$ cat config.mk
export PLATFORM = sky130hd
export DESIGN_NAME = hazard3_riscv_timer_mc
export DESIGN_NICKNAME = d
export VERILOG_FILES = /design/src/rtl/hazard3_riscv_timer_mc.sv
export SDC_FILE = /design/constraint.sdc
export NUM_CORES = 1
export LEC_CHECK = 0
export CAP_MARGIN = 20
export CORE_MARGIN = 2
export CORE_UTILIZATION = 49
export DETAILED_ROUTE_END_ITERATION = 16
export PLACE_DENSITY = 0.69
export SLEW_MARGIN = 20
export SYNTH_ARGS = -nofsm -noshare
export SYNTH_HDL_FRONTEND = slang
export SYNTH_HIERARCHICAL = 1
export SYNTH_SLANG_ARGS = --single-unit
$ cat constraint.sdc
create_clock -name clk -period 2.35 [get_ports clk]
set_input_delay 0.3525 -clock clk [delete_from_list [all_inputs] [get_ports clk]]
set_output_delay 0.3525 -clock clk [all_outputs]
set_load 0.02 [all_outputs]
$ cat src/rtl/hazard3_riscv_timer_mc.sv
// hazard3_riscv_timer_mc
//
// RISC-V machine timer with one shared 64-bit mtime and N_CMP mtimecmp
// comparators, each driving its own registered timer IRQ. The timebase is an
// external non-return-to-zero tick (every edge is one tick), divided by a
// programmable prescaler. All register accesses complete in one APB cycle.
//
// Optional build macro: HAZARD3_TIMER_ATOMIC_READ_EN
//   When defined, reading MTIME latches mtime[63:32] into a shadow register
//   and MTIMEH reads return that shadow, giving a coherent 64-bit snapshot.
//
// Ports:
//   clk, rst_n          system clock, asynchronous active-low reset
//   psel/penable/pwrite APB control
//   paddr[7:0]          APB byte address (bits [1:0] ignored)
//   pwdata[31:0]        APB write data
//   prdata[31:0]        APB read data, combinational from paddr
//   pready              always 1
//   pslverr             1 for unmapped addresses
//   dbg_halt            debug halt request
//   tick_nrz            asynchronous external timebase
//   timer_irq[N_CMP-1:0] per-channel timer interrupt (mtime >= mtimecmp[i])

// Simple flop-chain synchroniser, cleared by reset.
module hazard3_sync_1bit #(
  parameter int N_STAGES = 2
) (
  input  logic clk,
  input  logic rst_n,
  input  logic i,
  output logic o
);

  logic [N_STAGES-1:0] sync_reg;

  always_ff @(posedge clk or negedge rst_n) begin
    if (!rst_n) begin
      sync_reg <= '0;
    end else begin
      sync_reg <= {sync_reg[N_STAGES-2:0], i};
    end
  end

  assign o = sync_reg[N_STAGES-1];

endmodule

module hazard3_riscv_timer_mc #(
  parameter int N_CMP      = 1,
  parameter int W_PRESCALE = 8
) (
  input  logic                 clk,
  input  logic                 rst_n,
  input  logic                 psel,
  input  logic                 penable,
  input  logic                 pwrite,
  input  logic [7:0]           paddr,
  input  logic [31:0]          pwdata,
  output logic [31:0]          prdata,
  output logic                 pready,
  output logic                 pslverr,
  input  logic                 dbg_halt,
  input  logic                 tick_nrz,
  output logic [N_CMP-1:0]     timer_irq
);

  // ---------------------------------------------------------------------
  // Address decode (word index = paddr[7:2])
  // ---------------------------------------------------------------------
  logic [5:0]       widx;
  logic             wr_en;
  logic             sel_ctrl;
  logic             sel_presc;
  logic             sel_mtime;
  logic             sel_mtimeh;
  logic             sel_irqstat;
  logic [N_CMP-1:0] sel_cmp_lo;
  logic [N_CMP-1:0] sel_cmp_hi;
  logic             mapped;
  logic             unused_paddr_lsbs;

  assign widx              = paddr[7:2];
  assign unused_paddr_lsbs = ^paddr[1:0];
  assign wr_en             = psel && penable && pwrite;

  assign sel_ctrl    = (widx == 6'd0);
  assign sel_presc   = (widx == 6'd1);
  assign sel_mtime   = (widx == 6'd2);
  assign sel_mtimeh  = (widx == 6'd3);
  assign sel_irqstat = (widx == 6'd20);

  genvar gi;
  generate
    for (gi = 0; gi < N_CMP; gi++) begin : g_dec
      assign sel_cmp_lo[gi] = (widx == 6'(4 + 2 * gi));
      assign sel_cmp_hi[gi] = (widx == 6'(5 + 2 * gi));
    end
  endgenerate

  assign mapped  = sel_ctrl | sel_presc | sel_mtime | sel_mtimeh | sel_irqstat
                 | (|sel_cmp_lo) | (|sel_cmp_hi);
  assign pslverr = !mapped;
  assign pready  = 1'b1;

  // ---------------------------------------------------------------------
  // Control registers
  // ---------------------------------------------------------------------
  logic                  en_reg;
  logic                  halt_stop_reg;
  logic [W_PRESCALE-1:0] prescale_reg;

  always_ff @(posedge clk or negedge rst_n) begin
    if (!rst_n) begin
      en_reg        <= 1'b1;
      halt_stop_reg <= 1'b1;
      prescale_reg  <= '0;
    end else begin
      if (wr_en && sel_ctrl) begin
        en_reg        <= pwdata[0];
        halt_stop_reg <= pwdata[1];
      end
      if (wr_en && sel_presc) begin
        prescale_reg <= pwdata[W_PRESCALE-1:0];
      end
    end
  end

  // ---------------------------------------------------------------------
  // Tick detection: both edges of the synchronised level count
  // ---------------------------------------------------------------------
  logic tick_sync;
  logic tick_prev_reg;
  logic tick;

  hazard3_sync_1bit #(
    .N_STAGES(2)
  ) u_tick_sync (
    .clk   (clk),
    .rst_n (rst_n),
    .i     (tick_nrz),
    .o     (tick_sync)
  );

  always_ff @(posedge clk or negedge rst_n) begin
    if (!rst_n) begin
      tick_prev_reg <= 1'b0;
    end else begin
      tick_prev_reg <= tick_sync;
    end
  end

  assign tick = tick_sync != tick_prev_reg;

  // ---------------------------------------------------------------------
  // Prescaler and mtime
  // ---------------------------------------------------------------------
  logic                  inc_en;
  logic                  step;
  logic [W_PRESCALE-1:0] presc_cnt_reg;
  logic [W_PRESCALE-1:0] presc_cnt_next;
  logic [63:0]           mtime_reg;
  logic [63:0]           mtime_next;

  assign inc_en = en_reg && !(dbg_halt && halt_stop_reg);
  assign step   = tick && inc_en && (presc_cnt_reg == prescale_reg);

  always_comb begin
    presc_cnt_next = presc_cnt_reg;
    if (wr_en && sel_presc) begin
      presc_cnt_next = '0;
    end else if (tick && inc_en) begin
      presc_cnt_next = (presc_cnt_reg == prescale_reg) ? '0
                     : presc_cnt_reg + W_PRESCALE'(1);
    end
  end

  // A software write to either half takes priority over the increment, so
  // the written value is observed exactly and the other half is untouched.
  always_comb begin
    mtime_next = mtime_reg;
    if (wr_en && sel_mtime) begin
      mtime_next[31:0] = pwdata;
    end else if (wr_en && sel_mtimeh) begin
      mtime_next[63:32] = pwdata;
    end else if (step) begin
      mtime_next = mtime_reg + 64'd1;
    end
  end

  always_ff @(posedge clk or negedge rst_n) begin
    if (!rst_n) begin
      presc_cnt_reg <= '0;
      mtime_reg     <= '0;
    end else begin
      presc_cnt_reg <= presc_cnt_next;
      mtime_reg     <= mtime_next;
    end
  end

  // ---------------------------------------------------------------------
  // MTIMEH read source
  // ---------------------------------------------------------------------
  logic [31:0] mtimeh_rdata;

`ifdef HAZARD3_TIMER_ATOMIC_READ_EN
  logic        rd_en;
  logic [31:0] mtimeh_shadow_reg;

  assign rd_en = psel && penable && !pwrite;

  always_ff @(posedge clk or negedge rst_n) begin
    if (!rst_n) begin
      mtimeh_shadow_reg <= '0;
    end else if (wr_en && sel_mtimeh) begin
      mtimeh_shadow_reg <= pwdata;
    end else if (rd_en && sel_mtime) begin
      mtimeh_shadow_reg <= mtime_reg[63:32];
    end
  end

  assign mtimeh_rdata = mtimeh_shadow_reg;
`else
  assign mtimeh_rdata = mtime_reg[63:32];
`endif

  // ---------------------------------------------------------------------
  // Comparator channels
  // ---------------------------------------------------------------------
  logic [N_CMP-1:0][63:0] cmp_val;

  generate
    for (gi = 0; gi < N_CMP; gi++) begin : g_cmp
      logic [63:0] cmp_reg;
      logic        irq_reg;

      // Reset to all-ones so no channel fires out of reset.
      always_ff @(posedge clk or negedge rst_n) begin
        if (!rst_n) begin
          cmp_reg <= '1;
          irq_reg <= 1'b0;
        end else begin
          if (wr_en && sel_cmp_lo[gi]) begin
            cmp_reg[31:0] <= pwdata;
          end
          if (wr_en && sel_cmp_hi[gi]) begin
            cmp_reg[63:32] <= pwdata;
          end
          irq_reg <= (mtime_reg >= cmp_reg);
        end
      end

      assign cmp_val[gi]   = cmp_reg;
      assign timer_irq[gi] = irq_reg;
    end
  endgenerate

  // ---------------------------------------------------------------------
  // Read mux
  // ---------------------------------------------------------------------
  always_comb begin
    prdata = 32'h0;
    if (sel_ctrl) begin
      prdata = {30'h0, halt_stop_reg, en_reg};
    end else if (sel_presc) begin
      prdata = 32'(prescale_reg);
    end else if (sel_mtime) begin
      prdata = mtime_reg[31:0];
    end else if (sel_mtimeh) begin
      prdata = mtimeh_rdata;
    end else if (sel_irqstat) begin
      prdata = 32'(timer_irq);
    end
    for (int i = 0; i < N_CMP; i++) begin
      if (sel_cmp_lo[i]) begin
        prdata = cmp_val[i][31:0];
      end
      if (sel_cmp_hi[i]) begin
        prdata = cmp_val[i][63:32];
      end
    end
  end

endmodule
# Word-level counts from Yosys, hierarchy flattened
# Cells that the tools add are included.
totals:
  inputBits: 47
  word_cells: 64
  ff_bits: 150
  out_inout_bits: 35
op_classes:
  eq_ne: 9
  add_sub_neg: 2
  mux: 14
  bitwise_logic: 7
  reduce_logical: 20
  n_lt_le_gt_ge: 1
ops:
  columns: ["cell", "n"]
  rows:
  - ["$mux W32", 9]
  - ["$add A64 B1 Y64 const B", 1]
  - ["$ge A64 B64 Y1", 1]
  - ["$mux W64", 1]
  - ["$mux W8", 3]
  - ["$eq A6 B2 Y1 const B", 2]
  - ["$eq A6 B3 Y1 const B", 2]
  - ["$logic_and A1 B1 Y1", 12]
  - ["$add A8 B1 Y8 const B", 1]
  - ["$eq A8 B8 Y1", 1]
  - ["$eq A6 B1 Y1 const B", 1]
  - ["$eq A6 B5 Y1 const B", 1]
  - ["$logic_not A6 Y1", 1]
  - ["$or A1 B1 Y1", 6]
  - ["$reduce_bool A2 Y1", 3]
  - ["$reduce_and A2 Y1", 2]
  - ["$logic_not A1 Y1", 2]
  - ["$ne A2 B2 Y1 const B", 1]
  - ["$mux W1", 1]
  - ["$ne A1 B1 Y1", 1]
  - ["$not A1 Y1", 1]

# Longest topological paths before layout
logic_depth:
  depth_word: 8
  depth_mapped: 10
  ltp_nobuf: 8

# Hierarchy
# The synthesis kept the hierarchy.
modules_own_cells:
  columns: ["module", "n_inst", "area_each_um2", "seq_area_each_um2", "cells_each"]
  rows:
  - ["hazard3_riscv_timer_mc", 1, 10194.8, 3786.1, 1106]
  - ["hazard3_sync_1bit", 1, 50.0, 50.0, 2]

# Least setup slack after synthesis
# No wires, ideal clock.
synth_timing:
  path_kind: "in2out"
  from: "in paddr[7]"
  to: "out prdata[11]"
  slack_ps: 60
  stages: 7
  arrival_time_ps: 1938
  cell_sequence: "nor4_1 buf_2 and2_1 clkbuf_1 clkbuf_1 a221oi_1 a21oi_1"
synth_between:
  elab_chain_cells: 7
  word_cells_on_any_way: 12
  cone_classes: "5 x eq/ne; 6 x mux; 1 x reduce/logical"
synth_rtl:
  columns: ["element", "line_no", "text"]
  rows:
  - ["start: declaration", "57", "input logic [7:0] paddr,"]
  - ["$eq A6 B2 Y1", "89", "assign sel_mtimeh = (widx == 6'd3);"]
  - ["$mux W32", "268", "end else if (sel_mtimeh) begin"]
  - ["$mux W32", "266", "end else if (sel_mtime) begin"]
  - ["$mux W32", "264", "end else if (sel_presc) begin"]
  - ["$mux W32", "262", "if (sel_ctrl) begin"]
  - ["$mux W32", "274", "if (sel_cmp_lo[i]) begin"]
  - ["$mux W32 *", "277", "if (sel_cmp_hi[i]) begin"]
  - ["end: declaration", "59", "output logic [31:0] prdata,"]
# Every way passes the cells marked *; elsewhere a longest branch is shown, timed or not.

# Final worst setup path
layout_timing:
  from: "reg g_cmp[0].cmp_reg[0] (netlist: cmp_val[0])"
  to: "reg g_cmp[0].irq_reg (netlist: timer_irq)"
layout_between:
  elab_chain_cells: 1
layout_rtl:
  columns: ["element", "line_no", "text"]
  rows:
  - ["start: declaration", "233", "logic [63:0] cmp_reg;"]
  - ["start signal: assignment", "243", "cmp_reg[31:0] <= pwdata;"]
  - ["$ge A64 B64 Y1", "248", "irq_reg <= (mtime_reg >= cmp_reg);"]
  - ["end signal: assignment", "248", null]
  - ["end: declaration", "234", "logic irq_reg;"]
# No other way between the ends.
# A chain may end at the register's enable or synchronous reset.

==> key figures <==
Pwr
  • Lkg Pwr: 6.12 nW
  • Pwr Density: 529 nW/µm²
  • Sw frac: 29.1%
  • Switching power total: 2.07 mW
  • Internal Pwr Total: ~5.0 mW
  • Seq pwr share: around two fifths
  • Final Total Pwr: ~7.1 mW
  • Peak VDD IR: 0.419 mV
  • Logic pwr share: a little under a fifth
  • Clk pwr share: 39.5%

Finish
  • P&R area growth vs syn: 31.2%
  • Commonest non-fill, non-tap cell in the layout: buf_4
  • ANT cells: 0
  • Nets: between 1000 and 1500
  • Share of layout cells above drive strength 1: 33.9%
  • Commonest cells after routing, fill and taps aside: 147 x buf_4, 121 x nand2_1, 80 x o21ai_0, 80 x dfrtp_1, 72 x mux2_2
  • Final core utilization: between 60% and 70%
  • Final instance area: approximately 13000 µm²

Clock network
  • Clock Sinks: 150
  • CTS root buffer: clkbuf_16
  • Worst skew pair latency: between 400 and 500 ps
  • Htree depth: 4
  • CTS buffer count: 17
  • Clock buffer depth: 2
  • CTS tree: done
  • Clock slew at reported path FFs: 60 ps

Setup path
  • Reg2reg path depth: 9
  • Reg2reg start: cmp_val[0]$_DFFE_PN1P_
  • Critical path class: reg -> reg
  • Nature of the critical path startpoint: flop
  • Critical Path, Cell by Cell: ha_4 -> nand2b_4 -> a2111oi_4 -> buf_4 -> o41ai_4 -> a211oi_2 -> buf_4 -> o21bai_1 -> o22a_1
  • Critical Path RT: 2640 ps
  • Worst-path maximum fanout: 2
  • RR Endpoint: timer_irq$_DFF_PN0_
  • Crit end category: flop
  • R2R Setup Slk: -30 ps
  • Crit-path slowest cell: dfstp_2
  • Crit path DAT: 2670 ps
  • Most common cell on crit path: buf_4
  • CP peak stage delay: between 500 and 600 ps

Route
  • DRC viols: 0
  • Post-DRT Antenna Nets: 0
  • DRT iter0 DRCs: 1002
  • DR WL/cell: 20.8 µm
  • Drt total wl: roughly 33000 µm
  • First-pass detailed-route iteration total: 7
  • Overall via count from detail_route: approximately 9800
  • Vias per std cell: 6.13

Floorplan
  • Die W: 149 µm
  • Starting Density: 50.3%
  • Die height: ~150 µm
  • Row cnt: 52
  • Die area: approximately 22000 µm²
  • IO Count: 82
  • Area of the core: between 20000 and 25000 µm²

STA
  • Fin. max-slew vios: 0
  • Fin crit period: 2380 ps
  • Clock Skew: 12.6 ps
  • Final hold violations: 0
  • RSZ-0062 raised after global routing: true
  • TNS Setup: -32.7 ps
  • Period Utilization, post-route: 101%
  • Worst Slack Setup Final: -32.7 ps
  • F_max: 420 MHz
  • Endpoints failing setup: 1

Placed design
  • DP Wirelength: 23500 µm
  • Dpl ws: -485 ps
  • Area of placed instances: around 12000 µm²
  • GP Congestion: 0.926
  • Port Buffers: 78

Yosys
  • Post-synth EDFFs: 0
  • Fraction of registers with async set/reset: 100%
  • Largest family of logic cells by synthesized area: simple AND/OR/NAND/NOR gates
  • Top FF cell, synth: dfrtp_1
  • Yosys cell types: 85
  • Syn avg cell area: ~9.2 µm²
  • Synth warnings: 6
  • Compound-Gate Fraction of Synth Area: a little under a fifth
  • Post-synthesis xor/xnor area fraction: 2.48%
  • Post-synthesis adder-cell area fraction: between 8 and 9%
  • Flops & latches, synth: 150
  • Simple-gate share of the synthesized area: 19.2%
  • Syn_nets: 1221
  • Synth Instances: between 1000 and 1500
  • Synthesized area: 10200 µm²
  • Seq/Total Area, Yosys: 37.4%
  • Mux cell area share after synthesis: just over 9%

Hold path
  • WHS Endpoint: u_tick_sync/sync_reg[1]$_DFF_PN0_
  • Hold path startpoint: u_tick_sync/sync_reg[0]$_DFF_PN0_
  • Hold depth: 0
  • Worst hold path type: reg -> reg

Global routing
  • Global-route wire length before repair: 51300 µm
  • Tot GR Track Use: between 20% and 30%
  • Initial antenna violation count: 0
  • Number of global-route vias before repair: 9468
  • Maximum number of pins on one net before global-route repair: 58
  • Total global routing overflow: 0

Run
  • Max cap viols: 0

Outcome
  • Failing checks: setup timing
  • Status: complete, but fails checks
[worst max-delay path, delay by kind of cell (launching register included)]
| family | cells | cell delay, ps |
|---|---|---|
| AND/OR/NAND/NOR | 1 | 150 |
| flip-flops | 1 | 560 |
| buffers and inverters | 2 | 350 |
| AO/OA/AOI/OAI | 5 | 990 |
| adder cells (fa/ha/maj) | 1 | 200 |
[cell usage after synthesis, drive strengths merged (6+ instances only)]
library cell  number  share of area (%)
nor4              12                1.1
a221oi            25                2.1
ha                66                8.1
and3              24                1.5
a21oi             63                3.1
buf               32                1.7
or4                8               0.62
o211ai            10               0.73
a22oi             16                1.2
a211oi             6               0.44
nor2              31                1.2
and2              17                1.0
nor3              12               0.68
o22ai              7               0.43
inv               71                2.6
and4              16                1.4
clkbuf            35                1.3
dfrtp             84                 21
xor2              19                1.6
mux2i              8               0.78
a31oi             10               0.61
nand4             47                3.0
o21ai             88                4.3
dfstp             66                 17
mux2              72                7.9
o21a               8               0.59
nand2            124                4.6
nand3             40                2.1
xnor2             10               0.85
[per-stage QoR]
step                hold WS (ps)  std cells
CTS                          363       1574
finish                       358       1594
global placement             311       1539
detailed placement           310       1539
floorplan                   56.9       1108
global route                 366       1594
[area by class of cell]
cell class                      count  area (µm²)
Clock buffer                       18         439
Clock inverter                     14         148
Fill cell                        1639        6920
Inverter                           71         267
Multi-Input combinational cell    820        6160
Sequential cell                   150        3840
Tap cell                          270         338
Timing Repair Buffer              251        2240
[power groups by stage]
stage / sequential [mW] / combinational (mW) / clock (mW)
final: 2.94 / 1.36 / 2.81
after global placement: 2.96 / 1.19 / 0
after detailed placement: 2.97 / 1.21 / 0
after floorplan: 2.95 / 0.570 / 0
after CTS: 2.93 / 1.25 / 2.82
after global routing: 2.96 / 1.49 / 2.93
[cells by family (layout without fill, tap and decap cells)]
| kind of cell | after synthesis | after routing |
|---|---|---|
| DFF | 150 | 150 |
| adders and majority gates | 66 | 66 |
| AOI/OAI and AO/OA | 285 | 285 |
| xor gates and xnor gates | 29 | 29 |
| muxes | 82 | 82 |
| buffers and inverters | 138 | 354 |
| and+or+nand+nor | 357 | 357 |
| other | 1 | 1 |
[worst max-delay path by stage]
stage | slack [ps] | to | start | depth (start not counted)
3_5_place_dp | -480 | prdata[27] | paddr[7] | 7
2_1_floorplan | 60 | prdata[11] | paddr[7] | 7
4_1_cts | -10 | prdata[9] | paddr[3] | 9
6_report | -30 | timer_irq$_DFF_PN0_ | cmp_val[0]$_DFFE_PN1P_ | 9
3_3_place_gp | -410 | prdata[2] | paddr[7] | 7
5_1_grt | -70 | timer_irq$_DFF_PN0_ | cmp_val[0]$_DFFE_PN1P_ | 9
[repair_timing]
action,in CTS,in global routing
setup buffers,2,16
gates cloned,0,4
resized for setup,154,55
endpoints found under the setup margin,47,65
hold endpoints to repair,18,0
pin swaps,6,24
hold buffers,1,0
[metal layers]
| layer | GRT usage [%] | share of wire (%) |
|---|---|---|
| met1 | 40.4 | 44 |
| met4 | 8.52 | 2.3 |
| met2 | 48.9 | 49 |
| met3 | 4.54 | 5.5 |
| met5 | 0 | 0 |
(Power assumes the default switching activity.)
